File: src/rtl/vector_check_ctrl.sv
// Self-test sequencer: replays {valid, in, exp} vectors from a small memory into a
// combinational datapath and counts mismatches. Define VCHK_STOP_ON_ERR_EN to end a run at the first mismatch.
module vector_check_ctrl #(
    parameter int NIN        = 3,
    parameter int NOUT       = 1,
    parameter int DEPTH      = 16,
    parameter int AW         = 4,
    parameter int SETTLE_CYC = 1
) (
    input  logic            clk,
    input  logic            reset,
    input  logic            vec_we,
    input  logic [AW-1:0]   vec_addr,
    input  logic [NIN+NOUT:0] vec_wdata,
    input  logic            start,
    output logic [NIN-1:0]  dut_in,
    input  logic [NOUT-1:0] dut_out,
    output logic            busy,
    output logic            done,
    output logic            fail,
    output logic [AW:0]     vec_count,
    output logic [15:0]     err_count,
    output logic [AW-1:0]   first_err_idx
);

`ifdef VCHK_STOP_ON_ERR_EN
    localparam bit STOP_ON_ERR = 1'b1;
`else
    localparam bit STOP_ON_ERR = 1'b0;
`endif

    localparam int EW = 1 + NIN + NOUT;

    typedef enum logic [2:0] {IDLE, LOAD, APPLY, SETTLE, CHECK, FINISH} state_t;

    state_t          state;
    logic [AW-1:0]   ptr;
    logic [3:0]      settle_cnt;
    logic [EW-1:0]   mem [DEPTH];
    logic [EW-1:0]   ent;
    logic            ent_vld;
    logic [NIN-1:0]  ent_in;
    logic [NOUT-1:0] ent_exp;
    logic            mismatch;

    // Memory is frozen while busy, so the entry at ptr can be re-read in every state of a vector.
    assign ent      = mem[ptr];
    assign ent_vld  = ent[EW-1];
    assign ent_in   = ent[NIN+NOUT-1:NOUT];
    assign ent_exp  = ent[NOUT-1:0];
    assign mismatch = (dut_out != ent_exp);

    always_ff @(posedge clk) begin
        if (vec_we && !busy)
            mem[vec_addr] <= vec_wdata;
    end

    always_ff @(posedge clk or posedge reset) begin
        if (reset) begin
            state         <= IDLE;
            ptr           <= '0;
            settle_cnt    <= '0;
            dut_in        <= '0;
            busy          <= 1'b0;
            done          <= 1'b0;
            fail          <= 1'b0;
            vec_count     <= '0;
            err_count     <= '0;
            first_err_idx <= '0;
        end else begin
            case (state)
                IDLE, FINISH: begin
                    if (start) begin
                        done          <= 1'b0;
                        fail          <= 1'b0;
                        vec_count     <= '0;
                        err_count     <= '0;
                        first_err_idx <= '0;
                        ptr           <= '0;
                        busy          <= 1'b1;
                        state         <= LOAD;
                    end
                end
                LOAD: begin
                    if (!ent_vld) begin
                        busy  <= 1'b0;
                        done  <= 1'b1;
                        state <= FINISH;
                    end else begin
                        state <= APPLY;
                    end
                end
                APPLY: begin
                    dut_in     <= ent_in;
                    settle_cnt <= 4'(SETTLE_CYC);
                    state      <= SETTLE;
                end
                SETTLE: begin
                    if (settle_cnt <= 4'd1)
                        state <= CHECK;
                    else
                        settle_cnt <= settle_cnt - 4'd1;
                end
                CHECK: begin
                    if (mismatch) begin
                        if (err_count != 16'hFFFF)
                            err_count <= err_count + 16'd1;
                        if (!fail) begin
                            fail          <= 1'b1;
                            first_err_idx <= ptr;
                        end
                    end
                    vec_count <= vec_count + 1'b1;
                    // Last slot ends the run; the pointer never wraps back to 0.
                    if (ptr == AW'(DEPTH - 1) || (STOP_ON_ERR && mismatch)) begin
                        busy  <= 1'b0;
                        done  <= 1'b1;
                        state <= FINISH;
                    end else begin
                        ptr   <= ptr + 1'b1;
                        state <= LOAD;
                    end
                end
                default: state <= IDLE;
            endcase
        end
    end

endmodule

File: config.mk
export PLATFORM = sky130hd
export DESIGN_NAME = vector_check_ctrl
export DESIGN_NICKNAME = d
export VERILOG_FILES = /design/src/rtl/vector_check_ctrl.sv
export SDC_FILE = /design/constraint.sdc
export NUM_CORES = 1
export LEC_CHECK = 0
export CAP_MARGIN = 10
export CORE_MARGIN = 3
export CORE_UTILIZATION = 55
export DETAILED_ROUTE_END_ITERATION = 10
export GPL_ROUTABILITY_DRIVEN = 0
export PLACE_DENSITY = 0.76
export REMOVE_ABC_BUFFERS = 1
export SYNTH_ARGS = -nofsm -noshare
export SYNTH_HDL_FRONTEND = slang
export SYNTH_SLANG_ARGS = --single-unit
File: constraint.sdc
create_clock -name clk -period 4.2 [get_ports clk]
set_clock_uncertainty 0.15 [all_clocks]
set_input_delay 0.84 -clock clk [delete_from_list [all_inputs] [get_ports clk]]
set_output_delay 0.84 -clock clk [all_outputs]
set_load 0.01 [all_outputs]
==> metrics <==
largest net degree at the start of global routing=43; CTS Buffer Depth=2; r2r startpoint=ptr[2]; DR iter-0 viols=about 220; Leak=2.34 nW; Post-Syn Area per Cell=14.5 um2; GRT Total Usage=22.0%; CTS tree=done; antenna violations before repair=0; final setup violation count=0; Main synth FF type=edfxtp_1; clk slew on worst S/H paths=approximately 60 ps; vias in the first global route=3,478; post-synthesis adder-cell area fraction=1.35%; post-route ant nets=0; crit start category=register; Yosys reg bits=approximately 120; sequential share of the synthesized area=64.2%; crit path launch=ptr[2]; worst min path class=reg2reg; fillers=between 600 and 700; clk_lat worst skew=510 ps; Via Count=3,387; critical path capture point type=register; Cell Chain, Critical Path=mux4_2 -> mux4_2 -> xor2_1 -> a41oi_1 -> a31oi_1; Synth Area in Compound Gates=9.98%; Post-Syn Instances=370; routed vias/inst=6.04; post-CTS setup buffers=0; Layout Utilization=69.3%; relative slew slack=~34%; Period minus WS final=between 3000 and 4000 ps; Fmax achieved=about 320 MHz; HPWL after DPL=7450 um; DR WL/cell=between 20 and 25 um; post-synthesis xor/xnor area fraction=roughly 1%; Power, Total=3.79 mW; CP Max Fanout=11; Antenna diodes=0; RSZ-0062 raised after global routing=false; Yosys cell types=54; R2R Setup Slk=1110 ps; Initial DRT Pass Iterations=5; post-CTS sizing=0; Mapped Area=5380 um2; Max Cap Viol=0; CP Class=reg2reg; FF-to-FF path depth=5; Die Y=around 100 um; Critical Path End=err_count[2]; max incr delay on CP=760 ps; Worst path slowest cell=xor2_1; die area=roughly 11,000 um2; synthesis-to-finish area growth=20.7%; initial core utilization=57.4%; critical path required time=~4500 ps; total negative setup slack=0 ps; Routed WL=11,200 um; maximum vdd ir drop=0.000322 V; asr flop ratio synth=between 30% and 40%; H-tree levels=4; clock sinks=around 120; status=finished, final reports clean; Die X=105 um; Port-buffer cells=44; Inserted Clock Buffers=17; Residual DRC=0; gr ovfl total=0; largest family of logic cells by synthesized area=multiplexers; area of placed instances=5930 um2; Final nets=438; number of synthesized flops with an enable pin=80; Pwr per Cell Area=583 nW/um2; Slew Viols, Final=0; IO Count=45; final worst path period share=about three quarters; WP data arrival=3380 ps; R2R Path End=err_count[2]; CTS Hold Bufs=0; Core Rows=35; fraction of synthesized area in multiplexers=11.3%; Final Hold Vio Count=0; Synth Area in Simple Gates=under 10%; first-pass GRT wire length=roughly 19,000 um; root buf cell=clkbuf_8; layout cells sized above 1=16.4%; YS warnings=0; Core ar.=about 9400 um2; final non-filler cell area=6500 um2; cell mode on critical path=mux4_2; Worst-Margin Slew=986 ps
-- kinds of logic (layout without fill, tap and decap cells) --
| group | count (synthesis) | count (layout) |
|---|---|---|
| flops | 122 | 122 |
| simple gates | 103 | 103 |
| compound gates | 77 | 77 |
| mux | 29 | 29 |
| buf+inv | 29 | 91 |
| fa+ha+maj | 6 | 6 |
| xor+xnor | 4 | 4 |
-- where the power goes --
part / leakage (nW) / switching, mW / internal [mW] / total (mW)
registers: 1.27 / 0.136 / 1.40 / 1.53
clock network: 0.274 / 0.602 / 0.759 / 1.36
logic: 0.790 / 0.452 / 0.444 / 0.896
-- cells in the final DEF (no fill, tap or decap), drive strengths merged, types with 3 or more instances in the layout --
master	count
a21o	7
a21oi	9
a22o	6
a31oi	14
a41oi	3
and2	6
and3	10
buf	5
clkbuf	17
clkdlybuf4s50	44
clkinv	3
dfrtp	42
edfxtp	80
ha	5
inv	20
mux2	4
mux4	25
nand2	20
nand2b	8
nand3	11
nand4	6
nor2	21
nor3	9
o211ai	3
o21ai	16
o22a	3
xnor2	3
-- worst min-delay path by stage --
stage	start	end	cells after the start
3_3_place_gp	vec_count[4]	vec_count[4]	1
4_1_cts	vec_count[4]	vec_count[4]	1
6_report	vec_count[4]	vec_count[4]	1
2_1_floorplan	settle_cnt[1]	settle_cnt[1]	2
5_1_grt	vec_count[4]	vec_count[4]	1
3_5_place_dp	dut_in[0]	dut_in[0]	1
-- flip-flops by register name, summed over array words and instances (netlist names) --
register and count:
first_err_idx 4, vec_count 5, done 1, fail 1, settle_cnt 4, mem 80
busy 1, err_count 16, state 3, ptr 4, dut_in 3
-- critical path: cells and delay by family, from the launching register on --
kind,cells,cell delay (ps)
flops,1,560
xor+xnor,1,760
compound gates,2,430
mux,2,1130
-- synth_stat cells (all sizes together) (4+ instances only) --
master   n  area, um2
nor2    21       78.8
buf      7       40.0
mux4    25        563
edfxtp  80       2400
and2     6       37.5
mux2     4       45.0
nand2   20       75.1
nand3   11       55.1
inv     10       37.5
and3    10       62.6
nor3     9       45.0
dfrtp   42       1050
o21ai   16       80.1
ha       5       62.6
a31oi   14       87.6
nand4    6       37.5
clkbuf  12       45.0
a21o     7       52.6
a22o     6       52.6
a21oi    9       48.8
nand2b   8       50.1
-- stage by stage --
stage / hold slack (ps) / instances / setup slack, ps
2_1_floorplan: 322 / 351 / 1330
3_3_place_gp: 330 / 529 / 1210
3_5_place_dp: 345 / 529 / 1160
4_1_cts: 359 / 561 / 1110
5_1_grt: 374 / 561 / 867
6_report: 347 / 561 / 1110
-- cell type report --
cell class	instances	area, um2	share of cell area [%]
inverters	10	37.5	0.578
well taps	129	161	2.48
clock buffers	17	414	6.38
clock inverters	15	148	2.27
repair buffers	49	478	7.36
multi-input cells	219	1800	27.8
flip-flops and latches	122	3450	53.2
-- per-layer routing --
layer  GRT usage [%]  vias up  wire [um]
li1                -     1566          -
met1            30.0     1702       4790
met2            35.6      115       5830
met3            5.44        4        565
met4            6.19        0         36
met5               0        -          0
Note: power is estimated with default switching activity, not from simulation.
